### src/rtl/adc_emul_pkg.sv
// Shared types and default sizes for the ADC emulator burst sequencer.
package adc_emul_pkg;

    localparam int WIDTH_DEF = 32;
    localparam int LEN_W_DEF = 16;

    typedef enum logic {IDLE = 1'b0, RUN = 1'b1} state_t;
    typedef enum logic {UP = 1'b0, DOWN = 1'b1} dir_t;

endpackage

### src/rtl/adc_emul_tri_step.sv
// Combinational triangle-wave step: next value and direction, clamped exactly at lo/hi.
module tri_step
    import adc_emul_pkg::*;
#(
    parameter int WIDTH = WIDTH_DEF
) (
    input  logic [WIDTH-1:0] value,
    input  logic             dir,
    input  logic [WIDTH-1:0] step,
    input  logic [WIDTH-1:0] lo,
    input  logic [WIDTH-1:0] hi,
    output logic [WIDTH-1:0] value_nx,
    output logic             dir_nx
);

    // Distances are taken before adding/subtracting, so lo <= value <= hi never wraps.
    always_comb begin
        value_nx = value;
        dir_nx   = dir;
        if (dir == UP) begin
            if (hi - value <= step) begin
                value_nx = hi;
                dir_nx   = DOWN;
            end else begin
                value_nx = value + step;
            end
        end else begin
            if (value - lo <= step) begin
                value_nx = lo;
                dir_nx   = UP;
            end else begin
                value_nx = value - step;
            end
        end
    end

endmodule

### src/rtl/adc_emul_ctrl.sv
// Burst sequencer emitting bounded triangle-wave samples on a valid/ready stream.
// Define ADC_EMUL_CTRL_HDR_EN to prefix each burst with a burst-number header beat.
module adc_emul_ctrl
    import adc_emul_pkg::*;
#(
    parameter int WIDTH = WIDTH_DEF,
    parameter int LEN_W = LEN_W_DEF
) (
    input  logic             clk,
    input  logic             reset,
    input  logic [WIDTH-1:0] cfg_step,
    input  logic [WIDTH-1:0] cfg_lo,
    input  logic [WIDTH-1:0] cfg_hi,
    input  logic [LEN_W-1:0] cfg_len,
    input  logic             start,
    input  logic             stop,
    output logic             busy,
    output logic [WIDTH-1:0] m_data,
    output logic             m_valid,
    input  logic             m_ready,
    output logic             m_last,
    output logic             done,
    output logic             aborted,
    output logic             err_cfg
);

    state_t           state_reg, state_next;
    logic [WIDTH-1:0] value_reg, value_next;
    dir_t             dir_reg, dir_next;
    logic [LEN_W-1:0] count_reg, count_next;
    logic [WIDTH-1:0] step_reg, step_next, lo_reg, lo_next, hi_reg, hi_next;
    logic [LEN_W-1:0] len_reg, len_next;
    logic             stop_pend_reg, stop_pend_next;
    logic [WIDTH-1:0] m_data_reg, m_data_next;
    logic             m_valid_reg, m_valid_next, m_last_reg, m_last_next;
    logic             busy_reg, busy_next, done_reg, done_next;
    logic             aborted_reg, aborted_next, err_cfg_reg, err_cfg_next;
    logic [WIDTH-1:0] step_value;
    logic             step_dir;
    logic             cfg_ok, accept, stop_req, hdr_beat, fin, fin_abort;

`ifdef ADC_EMUL_CTRL_HDR_EN
    logic             hdr_reg, hdr_next;
    logic [LEN_W-1:0] burst_reg, burst_next;
    assign hdr_beat = hdr_reg;
`else
    assign hdr_beat = 1'b0;
`endif

    tri_step #(.WIDTH(WIDTH)) u_tri_step (
        .value    (value_reg),
        .dir      (dir_reg),
        .step     (step_reg),
        .lo       (lo_reg),
        .hi       (hi_reg),
        .value_nx (step_value),
        .dir_nx   (step_dir)
    );

    assign cfg_ok   = (cfg_lo < cfg_hi) && (cfg_step != '0) &&
                      (cfg_step <= cfg_hi - cfg_lo) && (cfg_len != '0);
    assign accept   = m_valid_reg & m_ready;
    assign stop_req = stop | stop_pend_reg;

    always_comb begin
        state_next     = state_reg;
        value_next     = value_reg;
        dir_next       = dir_reg;
        count_next     = count_reg;
        step_next      = step_reg;
        lo_next        = lo_reg;
        hi_next        = hi_reg;
        len_next       = len_reg;
        stop_pend_next = stop_pend_reg;
        m_data_next    = m_data_reg;
        m_valid_next   = m_valid_reg;
        m_last_next    = m_last_reg;
        busy_next      = busy_reg;
        done_next      = 1'b0;
        aborted_next   = 1'b0;
        err_cfg_next   = 1'b0;
        fin            = 1'b0;
        fin_abort      = 1'b0;
`ifdef ADC_EMUL_CTRL_HDR_EN
        hdr_next       = hdr_reg;
        burst_next     = burst_reg;
`endif
        case (state_reg)
            IDLE: begin
                if (start) begin
                    if (cfg_ok) begin
                        step_next      = cfg_step;
                        lo_next        = cfg_lo;
                        hi_next        = cfg_hi;
                        len_next       = cfg_len;
                        value_next     = cfg_lo;
                        dir_next       = UP;
                        count_next     = '0;
                        stop_pend_next = 1'b0;
                        m_valid_next   = 1'b1;
                        busy_next      = 1'b1;
                        state_next     = RUN;
`ifdef ADC_EMUL_CTRL_HDR_EN
                        hdr_next       = 1'b1;
                        burst_next     = burst_reg + LEN_W'(1);
                        m_data_next    = WIDTH'(burst_reg);
                        m_last_next    = 1'b0;
`else
                        m_data_next    = cfg_lo;
                        m_last_next    = (cfg_len == LEN_W'(1));
`endif
                    end else begin
                        err_cfg_next = 1'b1;
                    end
                end
            end
            RUN: begin
                if (stop) stop_pend_next = 1'b1;
                if (accept) begin
                    if (hdr_beat) begin
                        // Header accepted: first sample (lo) was preloaded at start.
                        if (stop_req) begin
                            fin       = 1'b1;
                            fin_abort = 1'b1;
                        end else begin
                            m_data_next = value_reg;
                            m_last_next = (len_reg == LEN_W'(1));
                        end
                    end else if (m_last_reg) begin
                        fin = 1'b1;
                    end else if (stop_req) begin
                        fin       = 1'b1;
                        fin_abort = 1'b1;
                    end else begin
                        value_next  = step_value;
                        dir_next    = dir_t'(step_dir);
                        count_next  = count_reg + LEN_W'(1);
                        m_data_next = step_value;
                        m_last_next = ((count_reg + LEN_W'(2)) == len_reg);
                    end
`ifdef ADC_EMUL_CTRL_HDR_EN
                    hdr_next = 1'b0;
`endif
                end
            end
            default: state_next = IDLE;
        endcase

        if (fin) begin
            state_next     = IDLE;
            m_valid_next   = 1'b0;
            m_last_next    = 1'b0;
            busy_next      = 1'b0;
            done_next      = 1'b1;
            aborted_next   = fin_abort;
            stop_pend_next = 1'b0;
            count_next     = '0;
        end
    end

    always_ff @(posedge clk or negedge reset) begin
        if (!reset) begin
            state_reg     <= IDLE;
            value_reg     <= '0;
            dir_reg       <= UP;
            count_reg     <= '0;
            step_reg      <= '0;
            lo_reg        <= '0;
            hi_reg        <= '0;
            len_reg       <= '0;
            stop_pend_reg <= 1'b0;
            m_data_reg    <= '0;
            m_valid_reg   <= 1'b0;
            m_last_reg    <= 1'b0;
            busy_reg      <= 1'b0;
            done_reg      <= 1'b0;
            aborted_reg   <= 1'b0;
            err_cfg_reg   <= 1'b0;
`ifdef ADC_EMUL_CTRL_HDR_EN
            hdr_reg       <= 1'b0;
            burst_reg     <= '0;
`endif
        end else begin
            state_reg     <= state_next;
            value_reg     <= value_next;
            dir_reg       <= dir_next;
            count_reg     <= count_next;
            step_reg      <= step_next;
            lo_reg        <= lo_next;
            hi_reg        <= hi_next;
            len_reg       <= len_next;
            stop_pend_reg <= stop_pend_next;
            m_data_reg    <= m_data_next;
            m_valid_reg   <= m_valid_next;
            m_last_reg    <= m_last_next;
            busy_reg      <= busy_next;
            done_reg      <= done_next;
            aborted_reg   <= aborted_next;
            err_cfg_reg   <= err_cfg_next;
`ifdef ADC_EMUL_CTRL_HDR_EN
            hdr_reg       <= hdr_next;
            burst_reg     <= burst_next;
`endif
        end
    end

    assign busy    = busy_reg;
    assign m_data  = m_data_reg;
    assign m_valid = m_valid_reg;
    assign m_last  = m_last_reg;
    assign done    = done_reg;
    assign aborted = aborted_reg;
    assign err_cfg = err_cfg_reg;

endmodule

### config.mk
export PLATFORM = sky130hd
export DESIGN_NAME = adc_emul_ctrl
export DESIGN_NICKNAME = d
export VERILOG_FILES = /design/src/rtl/adc_emul_pkg.sv /design/src/rtl/adc_emul_tri_step.sv /design/src/rtl/adc_emul_ctrl.sv
export SDC_FILE = /design/constraint.sdc
export NUM_CORES = 1
export LEC_CHECK = 0
export BUFFER_PORTS_ARGS = -buffer_cell sky130_fd_sc_hd__clkbuf_2
export CAP_MARGIN = 20
export CORE_UTILIZATION = 67
export DETAILED_ROUTE_END_ITERATION = 7
export GPL_TIMING_DRIVEN = 0
export PLACE_DENSITY = 0.88
export SLEW_MARGIN = 20
export SYNTH_ARGS = -nofsm -noshare
export SYNTH_HDL_FRONTEND = slang
export SYNTH_SLANG_ARGS = --single-unit
### constraint.sdc
create_clock -name clk -period 8.74 [get_ports clk]
set_input_delay 0.437 -clock clk [delete_from_list [all_inputs] [get_ports clk]]
set_output_delay 0.437 -clock clk [all_outputs]
set_load 0.005 [all_outputs]
==> flow_summary.ini <==
[sta]
tns_ps = 0
worst_pin_slew_ps = 1273
period_share = 0.9588
relSlewSlack = 0.1436
maxSlewViolCount = 0
fmax_mhz = 119.3
fin_skew_ps = 26.08
hold_viol_final = 0
rsz0062_at_grt = false
finalCriticalPeriod_ps = 8380
final-setup-viol-count = 0

[critical_path]
cp_slowest_stage_delay_ps = 1160
arrival_ps = 8690
endpoint_kind = register
crit_type = reg2reg
worstPathRequired_ps = 9050
crit_family = compound AO/OA/AOI/OAI gates
worstPathBufferInverterCount = 3
crit_slowest_cell = nor4_1
cp_common_cell = a21oi_1
worst_setup_path_start_kind = register
critPathMaxFanout = 10
path_cells = inv_1 > ha_1 > inv_1 > fa_1 > a21o_1 > a311oi_1 > a21oi_1 > and2_1 > o21ai_0 > nand2b_1 > a21o_1 > a21oi_1 > xnor2_1 > ha_1 > nand4_1 > nor4_1 > a21boi_0 > o41a_1 > o21ai_1 > clkbuf_1 > a31oi_1 > a21oi_1 > a22oi_1 > o22ai_1

[min_path]
hold_path.class = in2async

[synth]
yosysMostFrequentCell = nand2_1
syn_inst = 2361
ys_seq_area_frac = 0.2308
synth_top_area_share = 0.2308
ys_ff_latch = 168
avgSynthCellArea_sq_um = 7.713
ys_top_cells_by_count = nand2_1, ha_1, o21ai_0
synth.area.top_cells = dfrtp_1, ha_1, nand2_1
syn_nets = 2737
synth_cell_types = 92
yosysTopAreaCell = dfrtp_1
yosys_warnings = 0
synth_edf_count = 0
ys.flop_type = dfrtp_1
syn-cell-area_sq_mm = 0.01821
async_flop_share = 1.000

[global_routing]
grt-ovfl-total = 0
first_global_vias = 19090
grt_antenna_before_repair = 0
grt_max_degree = 90
grt_first_pass_wirelength_mm = 107.4
track_usage = 0.5057

[cts]
clockRootBuffer = clkbuf_16
clock-sinks = 168
clk_latency_ps = 470
htree_levels = 4
clk_pin_slew_ps = 100
cts_max_path_buffers = 2
ctsResizeCount = 0
cts_setup_buffers = 0
cts_buffers = 17
cts_tree = built
hold_buffers = 0

[drt]
met3_length_mm = 11.04
routedWlPerCell_um = 24.64
first_pass_iters = 8
wl_met2_mm = 29.50
first_iter_violations = 3139
top_layer_used = met4
wl_met1_mm = 25.97
drt_wl_total_mm = 71.02
vias = 20360
ant_nets = 0
routed_via_density = 7.063
drc = 0

[layout]
diodes = 0
finalNetCount = 2911
fin_cells = 2883
drive_above_1_share = 0.1005
area_growth_pct = 10.13

[floorplan]
dieArea_sq_mm = 0.02784
die_y_um = 166.9
rows = 59
die_w_um = 166.9
initial_core_util = 0.6910
io_pins = 155
core_area_sq_mm = 0.02635

[placed_design]
dp.cells = 2851
dp_hpwl_mm = 55.15
gp_routability_congestion = 1.069
io_buffers = 154

[job]
cap_violations = 0

[outcome]
outcome = complete, no violations
## area by class of cell
cell class	count	area [sq um]
plain buffers	88	367.9
clock buffers	17	425.4
clock inverters	15	183.9
fillers	1966	6299
inverters	196	735.7
multi-input cells	1909	12910
flip-flops and latches	168	4204
well taps	335	419.2
repair buffers	155	807.0
## cells by family (layout without fill, tap and decap cells)
group / after synthesis / count (layout) / share of synthesized area
mux: 16 / 16 / 0.009138
compound gates: 740 / 740 / 0.2609
buf+inv: 284 / 471 / 0.06060
simple gates: 760 / 760 / 0.1941
flops: 168 / 168 / 0.2308
fa+ha+maj: 259 / 259 / 0.1800
xor+xnor: 134 / 134 / 0.06444
## path summary, 6_finish.rpt
path                       slack (ps)  cells past startpoint         end        from
max                               360                     24  m_data[30]   m_data[0]
min                                30                      1  len_reg[2]       reset
max reg2reg                       360                     24  m_data[30]   m_data[0]
min reg2reg                       500                      2  lo_reg[17]  lo_reg[17]
max in group asynchronous        7770                      2  lo_reg[16]       reset
min in group clk                  190                      3  hi_reg[28]  cfg_hi[28]
## per-stage QoR
stage / hold WS, ps / utilization / area (sq um) / setup slack, ps
floorplan: 141.4 / - / 18210 / 3515
global placement: 461.1 / 0.7362 / 19400 / 720.9
finish: 32.72 / 0.7610 / 20060 / 360.2
detailed placement: 474.4 / 0.7378 / 19440 / 1240
global route: 92.15 / 0.7610 / 20060 / 472.0
CTS: 71.71 / 0.7609 / 20050 / 1172
## layer usage
metal	track usage	vias to the layer above
met5	0	-
met4	0.2693	0
met3	0.1566	369
met2	0.7462	1723
met1	0.6609	9457
li1	-	8813
## cells in the final DEF (no fill, tap or decap), types with 14 or more instances in the layout
master,n
a211oi_1,24
a21o_1,61
a21oi_1,190
a31oi_1,29
and3_1,16
buf_2,23
clkbuf_1,58
clkbuf_16,17
clkbuf_2,154
dfrtp_1,168
ha_1,254
inv_1,194
nand2_1,329
nand2b_1,27
nand3_1,57
nand4_1,34
nor2_1,135
nor2b_1,27
nor3_1,48
nor4_1,21
o211ai_1,29
o21a_1,22
o21ai_0,199
o21ai_1,14
o21bai_1,24
o31ai_1,19
or3_1,16
xnor2_1,97
xor2_1,37
Power is left out: the tool's default activity adds up to more than one toggle a clock period on the data nets, which glitch-free logic cannot reach.
